`src/rtl/alu_issue.sv`:
```
// Purpose: operand issue + writeback stage feeding an 8-bit ALU, with a 4x8 regfile, forwarding and RAW stall.
// Latency: operands registered at the accept edge N, ALU result registered at N+1, regfile written at N+2.
// Backpressure: instr_ready drops for a RAW hazard on the E stage or when a load wins; ld_ready only when E/W empty.
module alu_issue #(
  parameter int DW    = 8,
  parameter int NREGS = 4
) (
  input  logic          clk,
  input  logic          reset,
  input  logic          instr_valid,
  output logic          instr_ready,
  input  logic [8:0]    instr,
  input  logic          ld_valid,
  output logic          ld_ready,
  input  logic [1:0]    ld_reg,
  input  logic [DW-1:0] ld_data,
  output logic [DW-1:0] alu_in1,
  output logic [DW-1:0] alu_in2,
  output logic [3:0]    alu_opcode,
  output logic          alu_s_or_c,
  input  logic [DW-1:0] alu_result,
  output logic          wb_valid,
  output logic [1:0]    wb_reg,
  input  logic [1:0]    dbg_addr,
  output logic [DW-1:0] dbg_data,
  output logic          busy
);

  // Architectural register file; 2-bit register fields fix it at four entries.
  logic [DW-1:0] regs [NREGS];

  // Pipeline occupancy: E holds the instruction whose operands sit at the ALU,
  // W holds the one whose result the ALU is presenting this cycle.
  logic       e_v;
  logic [1:0] e_rd;
  logic       w_v;
  logic [1:0] w_rd;

  // Instruction field decode. rd doubles as source A.
  logic [3:0] i_op;
  logic       i_soc;
  logic [1:0] i_rd;
  logic [1:0] i_rs;

  assign i_op  = instr[8:5];
  assign i_soc = instr[4];
  assign i_rd  = instr[3:2];
  assign i_rs  = instr[1:0];

  // A source produced by the instruction in E has no value anywhere yet, so
  // the only option is to wait one cycle until it reaches W and can forward.
  logic hazard_a;
  logic hazard_b;
  logic hazard;

  assign hazard_a = e_v && (e_rd == i_rd);
  assign hazard_b = e_v && (e_rd == i_rs);
  assign hazard   = hazard_a || hazard_b;

  // A source being written by W this edge takes the ALU output directly, so a
  // same-cycle write/read of one register never sees the stale regfile copy.
  logic [DW-1:0] opnd_a;
  logic [DW-1:0] opnd_b;

  assign opnd_a = (w_v && (w_rd == i_rd)) ? alu_result : regs[i_rd];
  assign opnd_b = (w_v && (w_rd == i_rs)) ? alu_result : regs[i_rs];

  // Loads only enter an empty pipeline, which keeps them from racing a
  // writeback to the same register; a load that goes in blocks issue.
  logic ld_acc;
  logic issue;

  assign ld_ready    = reset && !e_v && !w_v;
  assign ld_acc      = ld_valid && ld_ready;
  assign instr_ready = reset && !hazard && !ld_acc;
  assign issue       = instr_valid && instr_ready;

  assign wb_valid = w_v;
  assign wb_reg   = w_rd;
  assign busy     = e_v || w_v;

  // Debug read is raw regfile contents, deliberately without forwarding.
  assign dbg_data = regs[dbg_addr];

  // Regfile update: ALU writeback from W, or an external load (never both).
  always_ff @(posedge clk or negedge reset) begin
    if (!reset) begin
      for (int i = 0; i < NREGS; i++) begin
        regs[i] <= '0;
      end
    end else begin
      if (w_v) begin
        regs[w_rd] <= alu_result;
      end
      if (ld_acc) begin
        regs[ld_reg] <= ld_data;
      end
    end
  end

  // Advance E/W occupancy; reset drops anything in flight without writeback.
  always_ff @(posedge clk or negedge reset) begin
    if (!reset) begin
      e_v  <= 1'b0;
      e_rd <= '0;
      w_v  <= 1'b0;
      w_rd <= '0;
    end else begin
      w_v  <= e_v;
      w_rd <= e_rd;
      e_v  <= issue;
      if (issue) begin
        e_rd <= i_rd;
      end
    end
  end

  // Register ALU operands; bubbles zero the data but keep opcode/select, since
  // the ALU carry register sees every cycle and a stable opcode is harmless.
  always_ff @(posedge clk or negedge reset) begin
    if (!reset) begin
      alu_in1    <= '0;
      alu_in2    <= '0;
      alu_opcode <= '0;
      alu_s_or_c <= 1'b0;
    end else if (issue) begin
      alu_in1    <= opnd_a;
      alu_in2    <= opnd_b;
      alu_opcode <= i_op;
      alu_s_or_c <= i_soc;
    end else begin
      alu_in1 <= '0;
      alu_in2 <= '0;
    end
  end

endmodule
```
`config.mk`:
```
export PLATFORM = sky130hd
export DESIGN_NAME = alu_issue
export DESIGN_NICKNAME = d
export VERILOG_FILES = /design/src/rtl/alu_issue.sv
export SDC_FILE = /design/constraint.sdc
export NUM_CORES = 1
export LEC_CHECK = 0
export ABC_AREA = 1
export CAP_MARGIN = 20
export CORE_ASPECT_RATIO = 1.25
export CORE_MARGIN = 5
export CORE_UTILIZATION = 40
export DETAILED_ROUTE_END_ITERATION = 8
export GPL_TIMING_DRIVEN = 0
export REMOVE_ABC_BUFFERS = 1
export SKIP_LAST_GASP = 1
export SYNTH_ARGS = -nofsm -noshare
export SYNTH_HDL_FRONTEND = slang
export SYNTH_SLANG_ARGS = --single-unit
```
`constraint.sdc`:
```
create_clock -name clk -period 3.9 [get_ports clk]
set_input_delay 1.17 -clock clk [delete_from_list [all_inputs] [get_ports clk]]
set_output_delay 1.17 -clock clk [all_outputs]
set_load 0.005 [all_outputs]
```
==> impl_metrics.ini, run 1 <==
[drt]
wl_um = 11200
dr.pass1.iters = 5
avgViaCountPerCell = 5.16
drc = 0
wl_per_cell_um = 16.2
postRouteAntennaNets = 0
num_vias = 3563
drt_iter0_markers = 290

[clocking]
clockBufferDepth = 2
numCtsBuffers = 9
clkTransAtPathRegs_ns = 0.06
clk_latency_ns = 0.35
clock_sinks = 59
h-tree-depth = 3
cts_tree = built
cts_root_buffer = clkbuf_8

[timing]
maxSlewHeadroom_pct = 25.6
final.setup_skew_ns = 0.0102
slew_viol_final = 0
fin_hold_ws_ns = 0.457
rsz0062_at_grt = true
finalHoldViolCount = 0
fin_crit_sh_pct = 98.4
worstMarginPinSlew_ns = 1.11
fin_ws_ns = 0.0619
period_needed_ns = 3.84
fmax_mhz = 261
setup_viol = 0

[floorplan]
core_area_um2 = 8650
fp.dieArea_um2 = 10800
initial_core_util_pct = 40.6
die_w_um = 93.8
ios = 68
core.rowCount = 38
die_y_um = 115

[worst_setup_path]
cp_data_arrival_time_ns = 2.67
path_max_fanout = 3
crit_type = in -> out
cp-start-kind = input pin
worstPathRequired_ns = 2.73
end_kind = output port

[place]
numPortBuffers = 67
dp_slack_ns = -1.06
dp_cells = 667
dpl.hpwl_um = 7170
gp_congestion = 0.814
placed_area_um2 = 4200

[global_route]
antenna_found_initial = 0
track_usage_pct = 21.7
overflow = 0
grt_first_pass_wirelength_um = 17700
grt_pass1_vias = 3397
grt_max_degree = 39

[min_path]
hold_path.class = reg -> reg

[logic_synthesis]
yosysSeqAreaShare_pct = 42.0
yosys_warnings = 0
ys_ff_latch = 59
syn_area_um2 = 3510
netlist-cell-type-count = 23
synth.avg_cell_area_um2 = 6.96
syn_inst = 505

[pwr]
p_leak_uw = 0.00217
p_per_area_nw_per_um2 = 483
vdd_drop_max_mv = 0.208

[layout]
n_antenna_cell = 0
layout-drive-gt1-share_pct = 7.88
top_register = regs
syn_to_final_growth_pct = 26.7
finalNonFillerCells = 691
largest_reg_flops = 32
final_common_cell = nand2_1
final_cell_mix = nand2_1 (166), o21ai_0 (79), dfrtp_1 (59)
largest_registers = regs x32, alu_in1 x8, alu_in2 x8
nets = 599
final_area_um2 = 4450

[run]
maxCapViolCount = 0

[status]
outcome = finished clean
## kinds of logic (layout without fill, tap and decap cells)
logic type	after synthesis	after routing	share of synthesized area (%)
buffers and inverters	65	131	8.44
DFF	59	59	42.0
xor gates and xnor gates	3	3	0.748
AOI/OAI and AO/OA	140	140	20.5
and+or+nand+nor	238	238	28.2
## critical path, cell delays in order
cell and delay [ns]:
clkdlybuf4s50_1 0.48, xnor2_1 0.18, nand2_1 0.08, nand2_1 0.07
a21boi_1 0.16, clkdlybuf4s50_1 0.53
## through the flow
step	util (%)	TNS [ns]	total power, µW
after floorplan	-	0	1350
after global placement	48.4	-114.33	1630
after detailed placement	48.5	-8.81	1650
after CTS	51.0	-0.0179	2150
after global routing	51.4	-0.0230	2320
final	51.4	0	2150
## cell type report
class | count | area [µm²]
timing repair buffer | 75 | 747
timing repair inverter | 1 | 7.51
fill | 896 | 4200
clock inverter | 2 | 10.0
sequential | 59 | 1480
inverter | 39 | 156
multi-input combinational | 381 | 1740
tap | 120 | 150
clock buffer | 14 | 163
## power breakdown
group | switching, µW | leakage, µW | internal, µW
clock network | 245 | 0.0000905 | 264
logic | 389 | 0.00133 | 335
registers | 142 | 0.000749 | 773
total | 776 | 0.00217 | 1370
## metal layers
layer	vias up	wire, µm	global-route usage [%]
li1	1775	-	-
met1	1627	4760	27.0
met2	136	5360	36.2
met3	25	774	4.06
met4	0	278	10.3
met5	-	0	0
## Yosys cell counts (all sizes together)
| cell | instances | area, µm² |
|---|---|---|
| a21boi | 1 | 7.51 |
| a21oi | 26 | 145 |
| buf | 11 | 92.6 |
| clkbuf | 15 | 57.6 |
| dfrtp | 59 | 1480 |
| inv | 39 | 146 |
| nand2 | 171 | 654 |
| nand3 | 30 | 150 |
| nand4 | 9 | 62.6 |
| nor2 | 28 | 125 |
| o21ai | 113 | 569 |
| xnor2 | 3 | 26.3 |
## path summary, 6_finish.rpt
kind	from	to	slack [ns]	cells past startpoint
setup / recovery	instr[1]	instr_ready	0.06	6
hold / removal	e_rd[0]	wb_reg[0]	0.46	0
setup reg to reg	wb_reg[1]	alu_in2[7]	1.82	5
hold reg to reg	e_rd[0]	wb_reg[0]	0.46	0
max in group asynchronous	reset	alu_in2[0]	2.75	2
min in group asynchronous	reset	regs[9]	0.66	1
## what timing repair did
action,in CTS,in global routing
pin swaps,0,1
cloned,1,0
setup buffers,4,3
hold buffers,0,0
resized for setup,31,5
setup endpoints to repair,9,2
(Power assumes the default switching activity.)
==> run 2: changes to the inputs <==
--- a/config.mk
+++ b/config.mk
@@ -11,6 +11,7 @@
 export CORE_MARGIN = 5
 export CORE_UTILIZATION = 40
 export DETAILED_ROUTE_END_ITERATION = 8
+export GPL_ROUTABILITY_DRIVEN = 0
 export GPL_TIMING_DRIVEN = 0
 export REMOVE_ABC_BUFFERS = 1
 export SKIP_LAST_GASP = 1
==> results of run 2 <==
Final layout, timing and power as in run 1 (identical DEF).
==> run 3: changes to the inputs <==
--- a/config.mk
+++ b/config.mk
@@ -7,14 +7,13 @@
 export LEC_CHECK = 0
 export ABC_AREA = 1
 export CAP_MARGIN = 20
-export CORE_ASPECT_RATIO = 1.25
+export CORE_ASPECT_RATIO = 1.5
 export CORE_MARGIN = 5
 export CORE_UTILIZATION = 40
 export DETAILED_ROUTE_END_ITERATION = 8
 export GPL_ROUTABILITY_DRIVEN = 0
 export GPL_TIMING_DRIVEN = 0
 export REMOVE_ABC_BUFFERS = 1
-export SKIP_LAST_GASP = 1
 export SYNTH_ARGS = -nofsm -noshare
 export SYNTH_HDL_FRONTEND = slang
 export SYNTH_SLANG_ARGS = --single-unit
==> run 3 against run 2 <==
Effect of this change:
- cell area up 2.1%
- largest power group unchanged
- sequential cell count did not move
- power is 11% higher
- core utilization increased by 0.68 points
- count of clock-buffer cells in the layout unchanged
- clock skew decreased by 0.0059 ns
- via count is 2.6% higher
- sequential power hardly changed
- cell count shrank 1.6%
- die area grew 0.25%
- first-iteration DRC count grew 11%
==> impl_metrics.ini, run 3 (synthesized netlist as in run 1, its figures left out) <==
[timing]
final.setup_skew_ns = 0.00431
finalHoldViolCount = 0
rsz0062_at_grt = false
fin_crit_sh_pct = 96.1
fin_setup_tns_ns = 0
setup_viol = 0
period_needed_ns = 3.75
fmax_mhz = 267
worstMarginPinSlew_ns = 1.10
maxSlewHeadroom_pct = 26.3
slew_viol_final = 0

[layout]
final_cell_mix = nand2_1 (166), o21ai_0 (80), dfrtp_1 (59)
finalNonFillerCells = 680
final_common_cell = nand2_1
top_register = regs
final_area_um2 = 4550
largest_reg_flops = 32
n_antenna_cell = 0
nets = 598
layout-drive-gt1-share_pct = 7.72
syn_to_final_growth_pct = 29.4
largest_registers = regs x32, alu_in1 x8, alu_in2 x8

[worst_setup_path]
cp-start-kind = input pin
cp_slowest_cell = clkdlybuf4s50_1
crit_type = in -> out
cp_cell_sequence = clkdlybuf4s50_1 -> clkinvlp_4 -> buf_4 -> buf_4 -> o21ai_0 -> o21ai_0 -> dlygate4sd2_1
cp_data_arrival_time_ns = 2.58
worstPathRequired_ns = 2.73
path_max_fanout = 5
crit_path_max_incr_delay_ns = 0.51
end_kind = output port

[drt]
drc = 0
wl_per_cell_um = 16.5
wl_um = 11200
num_vias = 3656
avgViaCountPerCell = 5.38
postRouteAntennaNets = 0
dr.pass1.iters = 4
drt_iter0_markers = 321

[place]
numPortBuffers = 67
dp_cells = 656
dpl.hpwl_um = 6940
placed_area_um2 = 4170

[clocking]
cts_root_buffer = clkbuf_16
numCtsBuffers = 9
cts_tree = built
clk_latency_ns = 0.34
clockBufferDepth = 2
clock_sinks = 59
h-tree-depth = 3
clkTransAtPathRegs_ns = 0.05

[pwr]
p_leak_uw = 0.00222
p_per_area_nw_per_um2 = 523
finalPower_uw = 2380
vdd_drop_max_mv = 0.276

[global_route]
antenna_found_initial = 0
grt_pass1_vias = 3558
grt_max_degree = 61
grt_first_pass_wirelength_um = 18100
overflow = 0
track_usage_pct = 21.7

[floorplan]
die_w_um = 86.5
fp.dieArea_um2 = 10800
core_area_um2 = 8720
initial_core_util_pct = 40.3
ios = 68
core.rowCount = 42
die_y_um = 125

[status]
outcome = finished clean

[min_path]
hold_path.class = reg -> reg

[run]
maxCapViolCount = 0
==> run 3: changes by cell type in the layout (fill, tap and decap cells not counted), sizes merged <==
cell / before / now
dlymetal6s2s: 1 / 2
clkdlybuf4s50: 54 / 53
clkbuf: 14 / 16
buf: 12 / 9
==> run 3: worst paths after layout <==
check,slack [ns],depth (start not counted),startpoint,endpoint
max,0.15,7,dbg_addr[1],dbg_data[4]
min,0.46,0,e_rd[0],wb_reg[0]
max reg2reg,1.79,5,wb_reg[1],alu_in2[0]
min reg2reg,0.46,0,e_rd[0],wb_reg[0]
max in group asynchronous,3.04,1,reset,wb_valid
min in group asynchronous,0.67,1,reset,alu_in2[1]
==> run 3: repair_timing <==
| item | CTS | global route |
|---|---|---|
| gates resized for setup | 32 | 6 |
| pin swaps | 0 | 1 |
| cloned | 1 | 1 |
| buffers inserted | 6 | 0 |
| hold buffers | 0 | 0 |
| endpoints found under the setup margin | 10 | 2 |
==> run 3: where the power goes <==
| part | switching (µW) | internal (µW) | leakage (µW) |
|---|---|---|---|
| Combinational | 390 | 335 | 0.00134 |
| Sequential | 139 | 775 | 0.000749 |
| Clock | 277 | 463 | 0.000137 |
| Total | 805 | 1570 | 0.00222 |
==> run 3: final cells by class <==
| cell class | instances | area, µm² |
|---|---|---|
| inverters | 39 | 156 |
| flip-flops and latches | 59 | 1480 |
| repair inverters | 1 | 7.51 |
| well taps | 110 | 138 |
| repair buffers | 74 | 753 |
| fillers | 883 | 4180 |
| clock buffers | 14 | 264 |
| clock inverters | 2 | 10.0 |
| multi-input cells | 381 | 1740 |
==> run 3: layer usage <==
metal | track usage, % | share of wire [%] | vias up
met5 | 0 | 0 | -
met4 | 9.91 | 3.4 | 0
met3 | 5.43 | 7.5 | 32
met2 | 33.7 | 48 | 163
met1 | 28.1 | 41 | 1677
li1 | - | - | 1784
==> run 3: critical path, delay by kind of cell <==
family                 cells  cell delay, ns
buffers and inverters      5            1.24
AOI/OAI and AO/OA          2            0.16
==> run 3: per-stage QoR <==
stage | hold WS (ns) | util [%] | setup WS (ns)
after global routing | 0.488 | 52.1 | 0.0344
final | 0.459 | 52.1 | 0.151
after CTS | 0.477 | 51.6 | 0.0268
after detailed placement | 0.463 | 47.8 | -1.01
after global placement | 0.447 | 47.8 | -2.63
after floorplan | 0.413 | - | 0.964
==> patch 1 (config.mk and constraints of run 2) <==
Put a register stage on the output `dbg_data`, cleared by the reset. The value now appears one clock later. The other outputs are not delayed to match.
--- a/src/rtl/alu_issue.sv
+++ b/src/rtl/alu_issue.sv
@@ -82,3 +82,9 @@
   // Debug read is raw regfile contents, deliberately without forwarding.
-  assign dbg_data = regs[dbg_addr];
+  always_ff @(posedge clk or negedge reset) begin
+    if (!reset) begin
+      dbg_data <= '0;
+    end else begin
+      dbg_data <= regs[dbg_addr];
+    end
+  end
 
Function: changed (a bounded check fails within 4 cycles, from zero or initial values and one cycle with reset low).
==> patch 1 against run 2 <==
- cell area grew 8.1%
- die area grew 7.5%
- setup slack gained 56 ps
- power grew 21%
- sequential cell count grew 8
- routed wire length grew 1.9%
- area after synthesis grew 8.3%
- clock skew shrank 5.9 ps
- largest cell class unchanged
- highest routed layer unchanged
==> patch 1: results <==
group,metric,value,unit
run_status,run_status,"finished clean",
detailed_routing,first_pass_iters,5,
cells_and_area,fin_nets,611,
setup_path,cp_slowest_stage_delay,530,ps
clock_tree,clockRootBuffer,"clkbuf_16",
clock_tree,clkTransAtPathRegs,50,ps
global_route,antenna_found_initial,0,
setup_path,reg2reg_from,"wb_reg[1]",
pwr,irDropWorstVdd,227,uV
clock_tree,cts_made_buffers,9,
sta,skew,4.34,ps
placed_design,placed_cells,689,
global_route,grt_pass1_vias,3613,
synth,synth-seq-area-share,0.440,
clock_tree,clock_latency,330,ps
cells_and_area,drive_gt1_frac,0.0772,
sta,relSlewSlack,0.353,
detailed_routing,wl_per_cell,16.1,um
global_route,grt_start_max_net_pins,69,
placed_design,post-place-ws,-1380,ps
synth,synth_common_cells,"181 x nand2_1, 72 x o21ai_0, 67 x dfrtp_1",
placed_design,dpl_cell_area,4490,sq um
hold_path,hold_path.class,"flop to flop",
cells_and_area,regMostFlops,"regs",
clock_tree,cts-htree-levels,3,
setup_path,startpoint,"instr[1]",
hold_path,min_from,"e_rd[0]",
cells_and_area,antenna_cells,0,
synth,ys_top_cells_by_area,"dfrtp_1 44%, nand2_1 18%, o21ai_0 9.5%",
synth,netlist_instances,523,
setup_path,worst_path_dominant_cell_family,"buffers and inverters",
placed_design,dp_hpwl,7360,um
detailed_routing,viasPerCell,5.21,
setup_path,arrival,2610,ps
cells_and_area,stdcell_count,706,
detailed_routing,drt_drc_violations_left,0,
global_route,grt_pass1_wl,18600,um
placed_design,port_buffers,67,
pwr,p_leak,0.00230,uW
clock_tree,clk_path_buf_depth,2,
detailed_routing,drt_iter0_drc,229,
global_route,track_usage,0.202,
synth,yosysWarnings,0,
patch 1: cells by family after synthesis:
group | share of synthesized area
flops | 0.441
buf+inv | 0.0779
compound gates | 0.192
xor+xnor | 0.00460
simple gates | 0.285
patch 1: worst paths after layout:
check,end,slack [ps],cells past startpoint
max in group asynchronous,regs[22],2890,1
min reg2reg,wb_reg[0],460,0
max reg2reg,alu_in2[3],1920,5
max,instr_ready,120,6
min in group asynchronous,dbg_data[2],720,1
min,wb_reg[0],460,0
patch 1: what timing repair did:
| item | 4_1_cts | 5_1_grt |
|---|---|---|
| endpoints found under the setup margin | 2 | 1 |
| resized for setup | 20 | 3 |
| cloned | 0 | 0 |
| pin swaps | 1 | 0 |
| buffers inserted | 1 | 0 |
patch 1: area by class of cell:
type                            count  area [sq um]
Clock buffer                       14           254
Inverter                           42           165
Timing Repair Buffer               68           694
Sequential cell                    67          1680
Clock inverter                      2          35.0
Tap cell                          123           154
Multi-Input combinational cell    390          1830
Fill cell                         867          4410
patch 1: metal layers:
metal | vias to the layer above | GRT usage | share of wire
met5 | - | 0 | 0
met1 | 1737 | 0.249 | 0.44
met3 | 16 | 0.0386 | 0.046
met2 | 108 | 0.350 | 0.50
met4 | 0 | 0.0797 | 0.014
li1 | 1817 | - | -
patch 1: power by group:
| group | switching, uW | internal [uW] | leakage (uW) |
|---|---|---|---|
| combinational | 405 | 352 | 0.00132 |
| sequential | 152 | 879 | 0.000844 |
| clock | 290 | 512 | 0.000141 |
| total | 847 | 1740 | 0.00230 |
==> patch 2 (flow settings as in run 2) <==
Made on the original files. Set the parameter `DW` to 9 (it was 8).
--- a/src/rtl/alu_issue.sv
+++ b/src/rtl/alu_issue.sv
@@ -4,3 +4,3 @@
 module alu_issue #(
-  parameter int DW    = 8,
+  parameter int DW    = 9,
   parameter int NREGS = 4
Interface: changed (5 resized); port bits go from 68 to 73. No check against the original RTL was run, so the function may have changed too.
==> patch 2 against run 2 <==
- critical endpoint unchanged
- power rose by 27%
- largest power group unchanged
- setup slack gained 41 ps
- routed wire length grew 14%
- global-route usage decreased by 0.17 points
- final cell count grew 9.4%
- synthesized cell count is 12% higher
- combinational power up 19%
- sequential share of layout area down 1.3 points
- sequential cell count is 6 higher
- area after synthesis up 13%
- cell area increased by 15%
- clock power is 69% higher
- count of clock-buffer cells in the layout is 2 lower
- maximum frequency increased by 1.1%
==> patch 2: results <==
group,metric,value,unit
clock_tree,cts_made_buffers,9,
cells_and_area,drive_gt1_frac,0.100,
cells_and_area,fin_nets,661,
cells_and_area,antenna_cells,0,
setup_path,critPathMaxFanout,29,
setup_path,crit_slowest_cell,"clkdlybuf4s50_1",
placed_design,dp_hpwl,7810,um
global_route,track_usage,0.215,
global_route,grt_start_max_net_pins,67,
sta,skew,5.00,ps
global_route,antenna_found_initial,0,
global_route,grt_pass1_wl,20100,um
clock_tree,cts-htree-levels,3,
pwr,irDropWorstVdd,284,uV
cells_and_area,largestRegisters,"regs x36, alu_in1 x9, alu_in2 x9",
sta,relSlewSlack,0.406,
detailed_routing,drt_iter0_drc,302,
clock_tree,clk_path_buf_depth,2,
synth,async_flop_share,1.00,
placed_design,port_buffers,72,
cells_and_area,nFillCells,971,
pwr,p_leak,0.00246,uW
synth,synth_top_area_cell,"dfrtp_1",
detailed_routing,vias,4054,
synth,synth-seq-area-share,0.410,
clock_tree,clock_latency,340,ps
run_status,run_status,"finished clean",
clock_tree,clkTransAtPathRegs,50,ps
synth,yosysWarnings,0,
synth,ys_top_cells_by_area,"dfrtp_1 41%, nand2_1 18%, o21ai_0 10%",
global_route,grt_pass1_vias,3939,
synth,ys_types,24,
setup_path,worst_path_dominant_cell_family,"buffers and inverters",
synth,synth_common_cells,"189 x nand2_1, 82 x o21ai_0, 65 x dfrtp_1",
detailed_routing,drt_wl_total,12800,um
setup_path,cp_slowest_stage_delay,530,ps
detailed_routing,first_pass_iters,6,
hold_path,hold_path.class,"flop to flop",
clock_tree,clockRootBuffer,"clkbuf_16",
[patch 2: cell families after synthesis]
group	count (synthesis)	share of synthesized area
AO/OA/AOI/OAI	150	0.208
XOR/XNOR	3	0.0104
buffers and inverters	69	0.0779
AND/OR/NAND/NOR	277	0.294
flip-flops	65	0.410
[patch 2: per-layer routing]
| layer | global-route usage | share of wire | vias to the layer above |
|---|---|---|---|
| met5 | 0 | 0 | - |
| met4 | 0.0999 | 0.023 | 0 |
| met3 | 0.0454 | 0.072 | 22 |
| met2 | 0.348 | 0.47 | 178 |
| met1 | 0.274 | 0.43 | 1877 |
| li1 | - | - | 1977 |
[patch 2: worst paths after layout]
kind                          start            end  slack, ps  depth (start not counted)
max                        instr[0]    instr_ready        100                          8
min                         e_rd[0]      wb_reg[0]        450                          0
max reg2reg                wb_valid     alu_in2[0]       1830                          5
min reg2reg                 e_rd[0]      wb_reg[0]        450                          0
max in group asynchronous     reset  alu_opcode[0]       3040                          1
min in group asynchronous     reset       regs[31]        670                          1
[patch 2: area by class of cell]
| type | instances | area share |
|---|---|---|
| multi-input cells | 430 | 0.398 |
| flip-flops and latches | 65 | 0.319 |
| repair buffers | 77 | 0.154 |
| clock buffers | 12 | 0.0483 |
| inverters | 42 | 0.0356 |
| well taps | 126 | 0.0309 |
| clock inverters | 3 | 0.0128 |
| repair inverters | 1 | 0.000981 |
[patch 2: what timing repair did]
action,4_1_cts,5_1_grt
cloned,1,1
setup buffers,1,3
gates resized for setup,28,7
setup endpoints to repair,28,10
pin swaps,0,1
[patch 2: through the flow]
step / worst slack [ps] / instance area, sq um / TNS [ps] / instances
2_1_floorplan: 852 / 3820 / 0 / 537
3_3_place_gp: -2820 / 4690 / -159710 / 735
3_5_place_dp: -1210 / 4690 / -20020 / 735
4_1_cts: -7.63 / 5040 / -7.63 / 752
5_1_grt: 8.27 / 5100 / 0 / 756
6_report: 103 / 5100 / 0 / 756
[patch 2: where the power goes]
part           internal [uW]  leakage (uW)  switching, uW
combinational            397       0.00148            461
clock                    572      0.000153            287
sequential               855      0.000825            162
total                   1820       0.00246            911
